<file path="src/rtl/inst_pkg.sv">
// Shared definitions for the instruction-decode stage: default geometry, field positions and the decoded-fields record.
package inst_pkg;

  localparam int unsigned DEF_INSTR_W = 16;
  localparam int unsigned DEF_COND_W  = 2;
  localparam int unsigned DEF_OPC_W   = 4;
  localparam int unsigned DEF_REG_AW  = 3;
  localparam int unsigned DEF_SHIFT_W = 4;

  localparam logic [2**DEF_OPC_W-1:0] DEF_OPC_LEGAL_MASK = 16'h0FFF;

  // Field LSB positions for the default geometry, walking down from the MSB.
  localparam int unsigned DEF_COND_LSB = DEF_INSTR_W - DEF_COND_W;
  localparam int unsigned DEF_OPC_LSB  = DEF_COND_LSB - DEF_OPC_W;
  localparam int unsigned DEF_DEST_LSB = DEF_OPC_LSB - DEF_REG_AW;
  localparam int unsigned DEF_SRC1_LSB = DEF_DEST_LSB - DEF_REG_AW;
  localparam int unsigned DEF_SRC2_LSB = DEF_SRC1_LSB - DEF_REG_AW;

  typedef struct packed {
    logic [DEF_COND_W-1:0]  cond;
    logic [DEF_OPC_W-1:0]   op_code;
    logic [DEF_REG_AW-1:0]  dest;
    logic [DEF_REG_AW-1:0]  src1;
    logic [DEF_REG_AW-1:0]  src2;
    logic [DEF_SHIFT_W-1:0] shift;
    logic                   illegal;
  } dec_fields_t;

endpackage

</file>
<file path="src/rtl/dec_skid_buf.sv">
// Two-entry valid/ready skid buffer: output register plus one skid entry, strict FIFO, synchronous flush.
module dec_skid_buf #(
  parameter int unsigned DATA_W = 16
) (
  input  logic              clk,
  input  logic              rst_n,
  input  logic              flush,
  input  logic              in_valid,
  output logic              in_ready,
  input  logic [DATA_W-1:0] in_data,
  output logic              out_valid,
  input  logic              out_ready,
  output logic [DATA_W-1:0] out_data
);

  logic              or_vld;
  logic [DATA_W-1:0] or_data;
  logic              sk_vld;
  logic [DATA_W-1:0] sk_data;
  logic              in_fire;
  logic              out_fire;

  // Ready depends only on stored state, so no combinational path from out_ready.
  assign in_ready  = ~sk_vld;
  assign out_valid = or_vld;
  assign out_data  = or_data;
  assign in_fire   = in_valid & in_ready;
  assign out_fire  = or_vld & out_ready;

  always_ff @(posedge clk or negedge rst_n) begin
    if (!rst_n) begin
      or_vld  <= 1'b0;
      or_data <= '0;
      sk_vld  <= 1'b0;
      sk_data <= '0;
    end else if (flush) begin
      or_vld <= 1'b0;
      sk_vld <= 1'b0;
    end else if (out_fire) begin
      if (sk_vld) begin
        or_data <= sk_data;
        sk_vld  <= 1'b0;
      end else if (in_fire) begin
        or_data <= in_data;
      end else begin
        or_vld <= 1'b0;
      end
    end else if (in_fire) begin
      if (!or_vld) begin
        or_data <= in_data;
        or_vld  <= 1'b1;
      end else begin
        sk_data <= in_data;
        sk_vld  <= 1'b1;
      end
    end
  end

endmodule

</file>
<file path="src/rtl/inst_decode_stage.sv">
// Registered instruction-decode stage with skid-buffered handshake and illegal-opcode flag.
// Optional read-after-write hazard tracking is enabled by defining DEC_HAZARD_EN.
module inst_decode_stage
  import inst_pkg::*;
#(
  parameter int unsigned           INSTR_W        = DEF_INSTR_W,
  parameter int unsigned           COND_W         = DEF_COND_W,
  parameter int unsigned           OPC_W          = DEF_OPC_W,
  parameter int unsigned           REG_AW         = DEF_REG_AW,
  parameter int unsigned           SHIFT_W        = DEF_SHIFT_W,
  parameter logic [2**OPC_W-1:0]   OPC_LEGAL_MASK = DEF_OPC_LEGAL_MASK
) (
  input  logic               clk,
  input  logic               rst_n,
  input  logic               flush,
  input  logic               in_valid,
  output logic               in_ready,
  input  logic [INSTR_W-1:0] in_instr,
  output logic               out_valid,
  input  logic               out_ready,
  output logic [COND_W-1:0]  cond,
  output logic [OPC_W-1:0]   op_code,
  output logic [REG_AW-1:0]  dest_reg,
  output logic [REG_AW-1:0]  src_reg1,
  output logic [REG_AW-1:0]  src_reg2,
  output logic [SHIFT_W-1:0] shift_bits,
  output logic               illegal,
  output logic               raw_hazard
);

  localparam int unsigned COND_LSB = INSTR_W - COND_W;
  localparam int unsigned OPC_LSB  = COND_LSB - OPC_W;
  localparam int unsigned DEST_LSB = OPC_LSB - REG_AW;
  localparam int unsigned SRC1_LSB = DEST_LSB - REG_AW;
  localparam int unsigned SRC2_LSB = SRC1_LSB - REG_AW;

  logic [INSTR_W-1:0] word;

  dec_skid_buf #(
    .DATA_W (INSTR_W)
  ) u_skid (
    .clk       (clk),
    .rst_n     (rst_n),
    .flush     (flush),
    .in_valid  (in_valid),
    .in_ready  (in_ready),
    .in_data   (in_instr),
    .out_valid (out_valid),
    .out_ready (out_ready),
    .out_data  (word)
  );

  // Fields decode straight from the held output word, so they cannot move during a stall.
  assign cond       = word[COND_LSB +: COND_W];
  assign op_code    = word[OPC_LSB  +: OPC_W];
  assign dest_reg   = word[DEST_LSB +: REG_AW];
  assign src_reg1   = word[SRC1_LSB +: REG_AW];
  assign src_reg2   = word[SRC2_LSB +: REG_AW];
  assign shift_bits = word[SHIFT_W-1:0];
  assign illegal    = out_valid & ~OPC_LEGAL_MASK[op_code];

`ifdef DEC_HAZARD_EN
  logic [REG_AW-1:0] last_dest;
  logic              last_dest_vld;

  // Remember the destination of the most recently issued instruction.
  always_ff @(posedge clk or negedge rst_n) begin
    if (!rst_n) begin
      last_dest     <= '0;
      last_dest_vld <= 1'b0;
    end else if (flush) begin
      last_dest     <= '0;
      last_dest_vld <= 1'b0;
    end else if (out_valid && out_ready) begin
      last_dest     <= dest_reg;
      last_dest_vld <= 1'b1;
    end
  end

  assign raw_hazard = out_valid & last_dest_vld &
                      ((src_reg1 == last_dest) | (src_reg2 == last_dest));
`else
  assign raw_hazard = 1'b0;
`endif

endmodule

</file>
<file path="config.mk">
export PLATFORM = sky130hd
export DESIGN_NAME = inst_decode_stage
export DESIGN_NICKNAME = d
export VERILOG_FILES = /design/src/rtl/inst_pkg.sv /design/src/rtl/dec_skid_buf.sv /design/src/rtl/inst_decode_stage.sv
export SDC_FILE = /design/constraint.sdc
export NUM_CORES = 1
export LEC_CHECK = 0
export ABC_CLOCK_PERIOD_IN_PS = 3000
export CAP_MARGIN = 20
export CORE_ASPECT_RATIO = 0.6
export CORE_UTILIZATION = 51
export DETAILED_ROUTE_END_ITERATION = 16
export PLACE_DENSITY = 0.94
export SYNTH_ARGS = -nofsm -noshare
export SYNTH_HDL_FRONTEND = slang
export SYNTH_HIERARCHICAL = 1
export SYNTH_SLANG_ARGS = --single-unit
</file>
<file path="constraint.sdc">
create_clock -name clk -period 3 [get_ports clk]
set_input_delay 0.6 -clock clk [delete_from_list [all_inputs] [get_ports clk]]
set_output_delay 0.6 -clock clk [all_outputs]
set_load 0.02 [all_outputs]
</file>
==> results of run 1 <==
## flip-flops by register name, summed over array words and instances, names as in the netlist
name              cells
u_skid/out_data      16
u_skid/sk_data       16
u_skid/out_valid      1
u_skid/sk_vld         1
## where the power goes
group	internal (uW)	switching, uW	total (uW)
clock network	232	163	395
registers	567	65.0	632
logic	220	161	381
## metrics by stage
stage / util / setup slack [ns] / std cells
4_1_cts: 0.7269 / 0.7632 / 190
3_3_place_gp: 0.6890 / 0.6550 / 182
5_1_grt: 0.7269 / 0.7156 / 190
6_report: 0.7269 / 0.7704 / 190
2_1_floorplan: - / 1.252 / 103
3_5_place_dp: 0.6890 / 0.6015 / 182
## cells by family (layout without fill, tap and decap cells)
logic type | after synthesis | count (layout)
simple gates | 5 | 5
flops | 34 | 34
other cells | 1 | 1
compound gates | 5 | 5
mux | 48 | 48
buf+inv | 10 | 55
## Yosys cell counts (all sizes together)
cell / instances
and3: 1
a21oi: 2
mux2: 48
a211oi: 1
dfrtp: 34
buf: 7
conb: 1
nand3: 1
clkbuf: 1
nand2b: 1
nand2: 1
nor4b: 1
a221oi: 1
inv: 2
o21ai: 1
## area by class of cell
cell class	instances	area share
clock buffers	8	0.05207
inverters	2	0.003550
multi-input cells	59	0.3077
flip-flops and latches	34	0.4024
well taps	42	0.02485
repair buffers	45	0.2095
## routing by layer
metal,GRT usage,vias to the layer above
li1,-,449
met1,0.2406,488
met2,0.3600,22
met3,0.06473,11
met4,0.1269,0
met5,0,-
## placed cells by master, fill, tap and decap left out
| master | count |
|---|---|
| sky130_fd_sc_hd__a211oi_1 | 1 |
| sky130_fd_sc_hd__a21oi_1 | 2 |
| sky130_fd_sc_hd__dfrtp_1 | 34 |
| sky130_fd_sc_hd__a221oi_4 | 1 |
| sky130_fd_sc_hd__conb_1 | 1 |
| sky130_fd_sc_hd__mux2_2 | 48 |
| sky130_fd_sc_hd__clkdlybuf4s50_1 | 42 |
| sky130_fd_sc_hd__o21ai_0 | 1 |
| sky130_fd_sc_hd__nor4b_4 | 1 |
| sky130_fd_sc_hd__nand2_1 | 1 |
| sky130_fd_sc_hd__nand3_2 | 1 |
| sky130_fd_sc_hd__inv_1 | 2 |
| sky130_fd_sc_hd__buf_4 | 3 |
| sky130_fd_sc_hd__nand2b_4 | 1 |
| sky130_fd_sc_hd__clkbuf_8 | 8 |
| sky130_fd_sc_hd__and3_1 | 1 |
## final timing paths
kind / startpoint / slack (ns) / endpoint / cells past startpoint
max: u_skid/out_valid / 0.77 / illegal / 2
max reg2reg: u_skid/out_valid / 1.22 / u_skid/out_data[7] / 3
min in group asynchronous: rst_n / 0.71 / u_skid/sk_data[3] / 2
min reg2reg: u_skid/sk_data[10] / 0.51 / u_skid/sk_data[10] / 1
max in group asynchronous: rst_n / 1.99 / u_skid/sk_data[10] / 2
min: u_skid/sk_data[10] / 0.51 / u_skid/sk_data[10] / 1
==> results.txt, run 1 <==
Along the worst path, the maximum fanout reaches 9. The number of fillers in the final layout is 189, and the average wire per cell in the routed design is 16.53 um. The sum of negative setup slack was 0 ns; the simple-gate share of the synthesized area was 0.03636. Traced cell by cell, the critical path runs through and3_1, clkdlybuf4s50_1. Setup violations remaining at the end of the flow were counted as 0. The flow ran to the end, and the final reports show no timing, DRC or antenna violations. For this design the static power due to leakage is 0.0008768 uW.

The number of antenna diodes in the final layout is 0. The tools report the max-slew violation count as 0. The multiplexer share of the synthesized area was 0.3415. The worst-case IR drop observed on VDD is 0.4129 mV.

The worst path needs 2.230 ns of the cycle, external delays included. From bottom edge to top edge, the die measures 45.15 um. The share of the synthesized area in compound gates (AO/OA/AOI/OAI) came out at 0.03083. After clock tree synthesis, the repair step resized 0 gates. Signal routing reaches up to met4.

Fmax: 448.5 MHz. In the final layout, the multi-input gates occupy 650.6 sq um. For the number of instances in the synthesized netlist, the log shows 103.

Summed over all instances, the cell type with the most area after synthesis is sky130_fd_sc_hd__dfrtp_1. Number of global-route vias before repair: 996. TritonCTS built the clock tree.

The number of clock buffers added by TritonCTS is 5. Yosys printed 6 warnings. The run gives 16 as the count of cell types in the netlist. The logs give 2004 sq um for the total cell area at the placement stage and 0 for the number of max-cap violations. The sequential cells in the finished layout cover a total of 850.8 sq um. The run gives 2.40 ns as the endpoint required time on the critical path. Overall power consumption after layout is estimated at 1408 uW. The adder-cell share of the synthesized area is 0. The proportion of netlist area held by the largest area contributor is 0.5375. The count of buffers inserted at the top-level ports is 42. The kind of start point of the critical path is a register. STA classifies the critical path endpoint as an output port. Final weighted congestion in routability-driven placement: 0.7546. The first-pass GRT wire length came out at 4.892 mm.

The sequential share of the synthesized area is 0.5375, and the placeable core region is 2909 sq um. The number of hold buffers added after CTS was 0. The critical path in this run is classified as register to output port.

For this design, the slowest cell found on the critical path is sky130_fd_sc_hd__clkdlybuf4s50_1. Arrival time at the worst endpoint: 1.63 ns. The tools report the total grt overflow as 0. In the detailed route, the total length drawn on met3 is 104 um. For the total met2 wirelength after detailed routing, the log shows 1.623 mm.

The post-route clock skew is 0.0008406 ns. The synthesized netlist occupies a cell area of 1583 sq um. At the end of the flow, the number of nets in the layout was 168. For the global-route usage over all layers, the log shows 0.2118. Setup repair after global routing left no endpoint under its margin.

The fraction of layout cells with a size suffix above 1 is 0.4257. Sorting the synthesized cells by area gives the leading types as sky130_fd_sc_hd__dfrtp_1, sky130_fd_sc_hd__mux2_2, sky130_fd_sc_hd__buf_4, sky130_fd_sc_hd__a221oi_4, sky130_fd_sc_hd__nor4b_4. The number of primary I/O pins is 44, and the number of sinks on the clock net is 34. The effective utilization at floorplan is 0.5441, and the floorplan die width is 73.92 um. The cell family contributing the most delay on the critical path is buffers and inverters. Counting flops and latches in the post-synthesis netlist gives 34. The H-tree was split into 2 levels. Clock latency on the worst-skew pair, taken at its later pin, is 0.29 ns. In this run the post-CTS setup repair buffer count came out at 0.

The type of the worst min-delay path was register to register. In the routed design, unresolved DRC markers number 0. The mean instance size in the synthesized netlist is 15.37 sq um, and the net count after synthesis is 124.

Entering global routing, the biggest net connects 35 pins. The main combinational cell family by area after synthesis is multiplexers. The logs give 0 for the final hold violation count and 970 for the overall via count from detail_route.

Row generation in the floorplan step produced 15 rows. For this block, the initial DRC count from the detailed router was 36. Parity-gate share of the synthesized area counting xor and xnor cells: 0. The total power divided by cell area is 665.9 nW/um^2.

The number of antenna violations at the first check in global routing is 0, and the number of buffers and inverters on the critical path is 1. After routing the design area is 2115 sq um. Using the TritonRoute via totals, the vias-per-cell ratio works out to 5.105. In this run the clock root is driven by a sky130_fd_sc_hd__clkbuf_8.

Final hold analysis gives a worst-case slack of 0.5075 ns. From synthesis to final layout, the design area changed by 33.60%. Detailed placement finished with a half-perimeter wire length of 2.187 mm. The count of nets left with antenna violations once routing finished came out at 0. The first detailed-routing pass ran for 2 iterations.

Wires add up to 3.141 mm. The final period utilization was 0.7432. No sink is reached through more buffers than the 2 on the longest clock path. The largest stage delay on the critical path was 0.60 ns. The detailed router put a total of 1.310 mm of wire on met1. The die covers 3337 sq um. The clock transition at the registers of the reported paths is 0.07 ns.
Note: power is estimated with default switching activity, not from simulation.
==> inputs of run 2 (changes only) <==
- ABC_CLOCK_PERIOD_IN_PS: 3000 -> 1850
- CORE_UTILIZATION: 51 -> 42
- PLACE_DENSITY: 0.94 -> 0.84
- clock period: 3 -> 1.85 ns (I/O delays scaled with it)
==> results.txt, run 2 (synthesized netlist as in run 1, its figures left out) <==
The run finished with clean final reports. Layout overhead on the synthesized area: 37.15% (was 33.60%). The logs give 1.48 ns (was 2.40 ns) for the endpoint required time on the critical path and 0.28 ns (was 0.29 ns) for the clock latency of the later-clocked register in the worst-skew pair. The run gives 190 um (was 104 um) as the detailed-routed wire length on met3.

For the number of sinks on the clock net, the log shows 34 (unchanged). The worst slack after detailed placement came out at -0.1293 ns (was 0.6015 ns). The most common library cell in the layout ignoring fill and taps is sky130_fd_sc_hd__mux2_2 (unchanged). Standard-cell row count: 16 (was 15). Uppermost layer routed: met4 (unchanged). For the number of global-route vias before repair, the log shows 1065 (was 996). The arrival time at the worst endpoint came out at 1.40 ns (was 1.63 ns). The total met2 wirelength after detailed routing was 1.547 mm (was 1.623 mm); the number of primary I/O pins was 44 (unchanged). Number of antenna violations at the first check in global routing: 0 (unchanged). The logs give 0.1746 (was 0.2118) for the global-route usage over all layers and 17 (was 36) for the DRC marker count from the first detailed-route iteration.

The tools report the leakage dissipation as 0.0009153 uW (was 0.0008768 uW). The run gives 0 (unchanged) as the post-route DRC violation count. Reg-to-reg critical path startpoint: u_skid/out_valid (unchanged).

The first-pass GRT wire length is 5.161 mm (was 4.892 mm), and the clock transition at the registers of the reported paths is 0.07 ns (about the same). The first-pass iteration count of the detailed router came out at 4 (was 2). The run gives 0 (unchanged) as the final hold violation count. The final net count is 172 (was 168), and the fmax is 564.3 MHz. The smallest clock period supported by the final layout is computed as 1.772 ns. The type of destination of the critical path was an output port (unchanged). The diode insertion count for antenna repair was 0 (unchanged). The floorplan die width works out to 81.25 um (was 73.92 um). For the placed wire-length estimate after detailed placement, the log shows 2.139 mm (was 2.187 mm). The total power divided by cell area came out at 1017 nW/um^2 (was 665.9 nW/um^2). The effective utilization at floorplan came out at 0.4624 (was 0.5441).

The total of endpoints with negative setup slack in the final report is 0 (unchanged), and the remaining antenna violation count is 0 (unchanged). The max-slew violation count came out at 0 (unchanged). TritonCTS built the clock tree.

The CTS H-tree depth came out at 2 (unchanged). The tools report the final-layout worst hold slack as 0.4890 ns (was 0.5075 ns). The maximum vdd ir drop is 0.6843 mV (was 0.4129 mV). The average wire per cell in the routed design was 15.71 um (was 16.53 um); the detailed-routing wirelength on met1 was 1.315 mm (was 1.310 mm). The count of buffers inserted at the top-level ports is 42 (unchanged).

The fraction of layout cells with a size suffix above 1 came out at 0.4408 (was 0.4257). The final weighted congestion in routability-driven placement was 0.6680 (was 0.7546); the pin count of the biggest net entering global routing was 35 (unchanged). The post-route clock skew came out at 0.003497 ns (was 0.0008406 ns). The critical path start-end classification is register to output port (unchanged). Setup repair after global routing left no endpoint under its margin. The tools report the overall via count from detail_route as 998 (was 970). Type of the worst min-delay path: primary input to asynchronous set/reset pin (was register to register). The buffer cell driving the clock tree root was sky130_fd_sc_hd__clkbuf_8 (unchanged). The detailed-route wire length was 3.095 mm (was 3.141 mm); the area of the die was 4026 sq um (was 3337 sq um). The maximum number of buffers from clock root to sink was 2 (unchanged). For the clock buffer count from CTS, the log shows 5 (unchanged).

The total grt overflow is 0 (unchanged). The number of max-cap violations was 0 (unchanged). The tools report the start point of the critical path as u_skid/sk_vld (was u_skid/out_valid).

For the final worst setup slack, the log shows 0.07801 ns (was 0.7704 ns). Sum of negative setup slack: 0 ns (unchanged). Largest fanout on the critical path: 6 (was 9). The final period utilization was 0.9578; the placeable core region was 3423 sq um (was 2909 sq um).

The average via count per standard cell is 5.066 (was 5.105). Highest-count cells in the layout ignoring fill and taps: sky130_fd_sc_hd__mux2_2, sky130_fd_sc_hd__clkdlybuf4s50_1, sky130_fd_sc_hd__dfrtp_1 (unchanged). The height of the die is 49.55 um (was 45.15 um), and the power after layout is 2208 uW (was 1408 uW). Kind of start point of the critical path: a register (unchanged).
## run 2: changes by cell type in the layout (fill, tap and decap cells not counted), sizes merged
cell and change:
clkbuf -1, clkdlybuf4s50 -1, dlymetal6s2s +1, buf +4
clkinv +1
## run 2: repair_timing
item                       4_1_cts  5_1_grt
setup buffers                    1        0
hold buffers                     0        0
pin swaps                        0        0
gates resized for setup          1        1
setup endpoints to repair        2        1
## run 2: routing by layer
| layer | global-route usage | up-vias |
|---|---|---|
| met2 | 0.2955 | 29 |
| met5 | 0 | - |
| met4 | 0.05952 | 0 |
| met3 | 0.05926 | 5 |
| met1 | 0.2067 | 508 |
| li1 | - | 456 |
## run 2: area by class of cell
cell class / instances / area (sq um)
fillers: 259 / 1252
flip-flops and latches: 34 / 852.1
multi-input cells: 59 / 650.6
repair buffers: 49 / 513.0
clock buffers: 7 / 86.33
well taps: 45 / 56.30
inverters: 2 / 7.507
clock inverters: 1 / 5.005
## run 2: path summary, 6_finish.rpt
kind,end,slack [ns],cells past startpoint
max in group asynchronous,u_skid/out_valid,1.03,2
hold / removal,u_skid/sk_data[11],0.49,2
setup / recovery,in_ready,0.08,2
min in group clk,u_skid/sk_data[12],0.51,1
hold reg to reg,u_skid/sk_data[12],0.51,1
setup reg to reg,u_skid/out_data[11],0.22,5
## run 2: metrics by stage
step	area [sq um]	utilization	cells
6_report	2171	0.6341	197
5_1_grt	2171	0.6341	197
4_1_cts	2168	0.6334	197
3_5_place_dp	2068	0.6042	188
3_3_place_gp	2068	0.6042	188
2_1_floorplan	1583	-	103
## run 2: critical path, cell delays in order (launching register included)
cell and delay (ns):
sky130_fd_sc_hd__dfrtp_1 0.45, sky130_fd_sc_hd__inv_1 0.08, sky130_fd_sc_hd__clkdlybuf4s50_1 0.59
## run 2: power breakdown
part | total (uW) | switching [uW] | internal (uW)
Clock | 560 | 260 | 300
Sequential | 1020 | 100 | 920
Combinational | 627 | 260 | 367
==> inputs of run 3 (changes only) <==
- SLEW_MARGIN: not set -> 15
==> results of run 3 <==
The final DEF is identical to that of run 2; final timing and power are the same.
